==> config.mk <==
export PLATFORM = sky130hd
export DESIGN_NAME = menu_nav_fsm
export DESIGN_NICKNAME = d
export VERILOG_FILES = /design/src/rtl/menu_nav_fsm.sv
export SDC_FILE = /design/constraint.sdc
export NUM_CORES = 1
export LEC_CHECK = 0
export ABC_CLOCK_PERIOD_IN_PS = 1500
export BUFFER_PORTS_ARGS = -buffer_cell sky130_fd_sc_hd__buf_2
export CAP_MARGIN = 20
export CELL_PAD_IN_SITES_DETAIL_PLACEMENT = 0
export CELL_PAD_IN_SITES_GLOBAL_PLACEMENT = 1
export CORE_UTILIZATION = 34
export DETAILED_ROUTE_END_ITERATION = 8
export GPL_ROUTABILITY_DRIVEN = 0
export PLACE_DENSITY = 0.72
export SLEW_MARGIN = 0
export SYNTH_ARGS = -nofsm -noshare
export SYNTH_HDL_FRONTEND = slang
export SYNTH_SLANG_ARGS = --single-unit
==> constraint.sdc <==
create_clock -name sys_clk -period 1.5 [get_ports sys_clk]
set_input_delay 0.225 -clock sys_clk [delete_from_list [all_inputs] [get_ports sys_clk]]
set_output_delay 0.225 -clock sys_clk [all_outputs]
set_load 0.02 [all_outputs]
==> src/rtl/menu_nav_fsm.sv <==
// Menu controller: up/down navigation with wrap-around and optional auto-repeat.
// Right enters a game or the terminal EXIT entry; left or game_done returns to the menu.
module menu_nav_fsm #(
  parameter int N_ITEMS       = 3,
  parameter int EXIT_LAST     = 1,
  parameter int RETURN_TO_SEL = 1,
  parameter int REPEAT_DLY    = 0,
  parameter int REPEAT_PER    = 1,
  localparam int IDX_W        = $clog2(N_ITEMS)
) (
  input  logic               sys_clk,
  input  logic               sys_rst_n,
  input  logic               btn_up,
  input  logic               btn_down,
  input  logic               btn_left,
  input  logic               btn_right,
  input  logic               game_done,
  output logic [IDX_W-1:0]   menu_idx,
  output logic               in_game,
  output logic               halted,
  output logic [N_ITEMS-1:0] game_sel,
  output logic               enter_pulse,
  output logic [IDX_W+1:0]   state_output
);

  localparam int CNT_MAX = (REPEAT_DLY > REPEAT_PER) ? REPEAT_DLY : REPEAT_PER;
  localparam int CNT_W   = $clog2(CNT_MAX + 1);
  localparam logic [IDX_W-1:0] LAST_IDX = IDX_W'(N_ITEMS - 1);
  localparam logic [CNT_W:0]   DLY_C    = (CNT_W+1)'(REPEAT_DLY);
  localparam logic [CNT_W:0]   PER_C    = (CNT_W+1)'(REPEAT_PER);

  typedef enum logic [1:0] {S_MENU, S_GAME, S_HALT} state_t;

  state_t             state_q, state_d;
  logic [IDX_W-1:0]   idx_q, idx_d;
  logic [N_ITEMS-1:0] game_sel_q, game_sel_d;
  logic               enter_q, enter_d;
  logic               in_game_q, in_game_d;
  logic               halted_q, halted_d;
  logic               up_q, down_q, left_q, right_q;
  logic [CNT_W-1:0]   cnt_q, cnt_d;
  logic               rphase_q, rphase_d;

  logic               evt_up, evt_down, evt_left, evt_right;
  logic               rep_up, rep_down, act_up, act_down;
  logic [CNT_W:0]     cnt_inc, thr;

  assign evt_up    = btn_up    & ~up_q;
  assign evt_down  = btn_down  & ~down_q;
  assign evt_left  = btn_left  & ~left_q;
  assign evt_right = btn_right & ~right_q;

  always_ff @(posedge sys_clk or negedge sys_rst_n) begin
    if (!sys_rst_n) begin
      state_q    <= S_MENU;
      idx_q      <= '0;
      game_sel_q <= '0;
      enter_q    <= 1'b0;
      in_game_q  <= 1'b0;
      halted_q   <= 1'b0;
      up_q       <= 1'b0;
      down_q     <= 1'b0;
      left_q     <= 1'b0;
      right_q    <= 1'b0;
      cnt_q      <= '0;
      rphase_q   <= 1'b0;
    end else begin
      state_q    <= state_d;
      idx_q      <= idx_d;
      game_sel_q <= game_sel_d;
      enter_q    <= enter_d;
      in_game_q  <= in_game_d;
      halted_q   <= halted_d;
      up_q       <= btn_up;
      down_q     <= btn_down;
      left_q     <= btn_left;
      right_q    <= btn_right;
      cnt_q      <= cnt_d;
      rphase_q   <= rphase_d;
    end
  end

  always_comb begin
    state_d    = state_q;
    idx_d      = idx_q;
    game_sel_d = game_sel_q;
    enter_d    = 1'b0;
    cnt_d      = '0;
    rphase_d   = 1'b0;
    rep_up     = 1'b0;
    rep_down   = 1'b0;
    act_up     = 1'b0;
    act_down   = 1'b0;
    cnt_inc    = {1'b0, cnt_q} + 1'b1;
    thr        = rphase_q ? PER_C : DLY_C;

    case (state_q)
      S_MENU: begin
        // Repeat runs only while exactly one direction is held with no fresh edge.
        if (REPEAT_DLY > 0 && !evt_up && !evt_down && (btn_up != btn_down)) begin
          if (cnt_inc >= thr) begin
            rep_up   = btn_up;
            rep_down = btn_down;
            rphase_d = 1'b1;
          end else begin
            cnt_d    = cnt_inc[CNT_W-1:0];
            rphase_d = rphase_q;
          end
        end
        act_down = (evt_down & ~evt_up) | rep_down;
        act_up   = (evt_up & ~evt_down) | rep_up;

        if (evt_up && evt_down) begin
          idx_d = idx_q;
        end else if (act_down) begin
          idx_d = (idx_q == LAST_IDX) ? '0 : idx_q + 1'b1;
        end else if (act_up) begin
          idx_d = (idx_q == '0) ? LAST_IDX : idx_q - 1'b1;
        end else if (evt_right) begin
          cnt_d    = '0;
          rphase_d = 1'b0;
          if (EXIT_LAST != 0 && idx_q == LAST_IDX) begin
            state_d = S_HALT;
          end else begin
            state_d    = S_GAME;
            game_sel_d = N_ITEMS'(1) << idx_q;
            enter_d    = 1'b1;
          end
        end
      end
      S_GAME: begin
        if (game_done || evt_left) begin
          state_d    = S_MENU;
          game_sel_d = '0;
          if (RETURN_TO_SEL == 0) idx_d = '0;
        end
      end
      default: begin
        state_d    = S_HALT;
        game_sel_d = '0;
      end
    endcase

    in_game_d = (state_d == S_GAME);
    halted_d  = (state_d == S_HALT);
  end

  assign menu_idx     = idx_q;
  assign in_game      = in_game_q;
  assign halted       = halted_q;
  assign game_sel     = game_sel_q;
  assign enter_pulse  = enter_q;
  assign state_output = {halted_q, in_game_q, idx_q};

endmodule

==> results.yml <==
synth:
  yosys_warnings: 0
  synth.yosys.seq_area_share: 0.496
  synthesized_area_per_cell_um2: 11.8
  synth_flop_cell: "dfrtp_1"
  post-synth-top-count-cell: "dfrtp_1"
  syn_area_um2: 706
  synthesis.instances: 60
  yosys-top-cells-count: "14 x dfrtp_1, 6 x ha_1, 4 x buf_4, 4 x nor2_1, 3 x nand2b_1"
  share_of_the_synthesized_area_in_the_top_cell_type: 0.496
  synth.distinct_cells: 27
  leading_post_synthesis_cells_by_cell_area: "dfrtp_1 50%, ha_1 11%, buf_4 4.3%"
  synth-edff-count: 0
  synthesis.nets: 73
  seq_cells_post_synth: 14
  synthArstFlopShare: 1.00
  yosys.area.top_type: "dfrtp_1"
timing:
  final_hold_vio_count: 0
  final_max_slew_viol_count: 0
  setup_tns_ns: 0
  max_slew_margin: 0.733
  maxClockFrequency_mhz: 669
  rsz_0062_raised_after_global_routing: "true"
  final.min_clock_period_ns: 1.50
  clock_skew_ns: 0.00307
  timing.final.crit_share: 0.997
  report.final.setup_viol: 0
  measured_slew_at_the_worst_slew_check_pin_ns: 0.397
global_routing:
  grt_antenna_before_repair: 0
  first_pass_grt_wire_length_um: 2080
  grt.total_usage: 0.141
  overflow: 0
  pin_count_of_the_biggest_net_entering_global_routing: 15
  grt_pass1_vias: 492
floorplan:
  die_x_um: 47.6
  floorplan.initialDensity: 0.360
  floorplan.io_pins: 19
  die_h_um: 47.6
  floorplan.die_area_um2: 2260
  area_of_the_core_region_um2: 1960
  number_of_core_rows: 16
finish:
  num-fill-cells: 195
  multiInputGateArea_um2: 333
  final_layout_size_suffix_gt1_frac: 0.477
  final_net_count: 102
  layout.area.seq_um2: 352
  final_core_utilization: 0.478
  syn2layout_area_growth_pct: 32.8
  final_standard_cell_area_without_fillers_um2: 937
  antenna_cells: 0
drt:
  drt-total-wl_um: 1240
  drt-pass1-iter-count: 4
  post-route-drc-count: 0
  first_iter_violations: 13
  route.vias.total: 535
  wl_per_instance_um: 10.8
  ant_nets: 0
  post_drt_via_cell_ratio: 4.65
placed_design:
  detailedPlacementHpwl_um: 990
  placedInstanceArea_um2: 878
  portBuffers: 18
worst_setup_path:
  worst-setup-path-type: "reg2reg"
  critical_path.endpoint_type: "register"
  worst_path_most_repeated_cell: "or3_4"
  cpLargestDelayFamily: "simple AND/OR/NAND/NOR gates"
  cpPeakStageDelay_ns: 0.39
  critical_path.n_buffers_inverters: 0
  worstPathRequired_ns: 1.69
  largest_fanout_on_the_critical_path: 2
  critical_path.slowest_cell: "dfrtp_1"
  cp-start-kind: "register"
  worst-endpoint-arrival_ns: 1.68
  crit_path_cell_trace: "nor2b_4, or3_4, or3_4, a221oi_2"
status:
  status: "complete, no violations"
hold_path:
  hold_path_class: "in2reg"
clock_network:
  cts_tree: "built"
  clkTransAtPathRegs_ns: 0.08
  clk_latency_ns: 0.28
  tritoncts_num_sinks: 14
  cts-buffers-inserted: 3
  htreeDepth: 1
  clk_root_buffer_cell: "clkbuf_4"
  cts_buffer_depth: 2
power:
  power_frac_comb: 0.449
  switching_share: 0.369
  internal-power_uw: 842
  vdd_ir_drop_max_mv: 0.632
  power.density_cell_area_nw_per_um2: 1420
  cellLeakagePower_nw: 0.472
  netSwitchingPower_uw: 492
  clock_power_share: 0.197
  total_power_mw: 1.33
  power_frac_seq: 0.354
flow_run:
  max_cap_violations: 0
worst paths after layout:
check / start / end / slack [ns] / depth (start not counted)
max: down_q$_DFF_PN0_ / in_game$_DFF_PN0_ / 0.005 / 4
min: btn_left / left_q$_DFF_PN0_ / 0.07 / 1
max reg2reg: down_q$_DFF_PN0_ / in_game$_DFF_PN0_ / 0.005 / 4
min reg2reg: game_sel[2]$_DFFE_PN0P_ / game_sel[2]$_DFFE_PN0P_ / 0.48 / 1
max in group asynchronous: sys_rst_n / menu_idx[0]$_DFFE_PN0P_ / 0.87 / 2
min in group asynchronous: sys_rst_n / enter_pulse$_DFF_PN0_ / 0.38 / 2
state kept, by name, summed over array words and instances, names as in the netlist:
| signal | count |
|---|---|
| down_q | 1 |
| enter_pulse | 1 |
| game_sel | 3 |
| halted | 1 |
| in_game | 1 |
| left_q | 1 |
| menu_idx | 2 |
| right_q | 1 |
| state_q | 2 |
| up_q | 1 |
power by group through the flow:
stage	sequential, mW	clock, mW	combinational, mW
2_1_floorplan	0.532	0	0.336
3_3_place_gp	0.478	0	0.595
3_5_place_dp	0.481	0	0.591
4_1_cts	0.473	0.274	0.597
5_1_grt	0.485	0.293	0.679
6_report	0.472	0.263	0.599
cell usage in the layout, fill, tap and decap left out:
cell,instances
inv_1,2
ha_1,6
clkbuf_8,1
a211o_1,1
or2b_2,1
nand3_1,2
nand2b_4,1
dlygate4sd3_1,1
a21oi_1,2
o31ai_1,1
nand2b_1,2
dfrtp_2,1
o2bb2ai_1,1
nor4_2,1
nor2b_4,2
nand2_1,2
dfrtp_1,13
a21o_1,1
clkbuf_4,3
a221oi_2,1
and3_1,1
o22ai_1,1
or3_4,2
a21boi_0,1
nor2_1,4
nor4_1,1
and2_1,1
a31o_2,1
a32o_1,2
buf_2,18
buf_4,10
o41ai_1,1
what timing repair did:
| item | CTS | global route |
|---|---|---|
| hold buffers | 1 | 0 |
| gates resized for setup | 0 | 2 |
| setup buffers | 0 | 0 |
| cloned | 0 | 0 |
| endpoints found under the setup margin | 1 | 1 |
| pin swaps | 1 | 1 |
| endpoints found under the hold margin | 14 | 0 |
cell type report:
cell class                 instances  area share
tap                               27      0.0360
sequential                        14       0.375
inverter                           2     0.00801
timing repair buffer              29       0.187
multi-input combinational         39       0.355
clock buffer                       4      0.0387
metal layers:
metal / vias to the layer above / global-route usage / part of all wire
li1: 268 / - / -
met1: 248 / 0.173 / 0.48
met2: 17 / 0.225 / 0.46
met3: 2 / 0.0679 / 0.053
met4: 0 / 0.0333 / 0.0089
met5: - / 0 / 0
logic make-up (layout without fill, tap and decap cells):
logic type,count (synthesis),count (layout),synth area share
flip-flops,14,14,0.496
buffers and inverters,7,35,0.0585
AND/OR/NAND/NOR,20,20,0.184
AO/OA/AOI/OAI,13,13,0.154
adder cells (fa/ha/maj),6,6,0.106
metrics by stage:
step / instances / worst slack [ns] / hold WS, ns
2_1_floorplan: 60 / 0.0242 / -0.0706
3_3_place_gp: 110 / 0.0319 / 0.140
3_5_place_dp: 110 / -0.0179 / 0.132
4_1_cts: 115 / 0.00444 / 0.0538
5_1_grt: 115 / -0.0789 / 0.0487
6_report: 115 / 0.00467 / 0.0676
(Power assumes the default switching activity.)
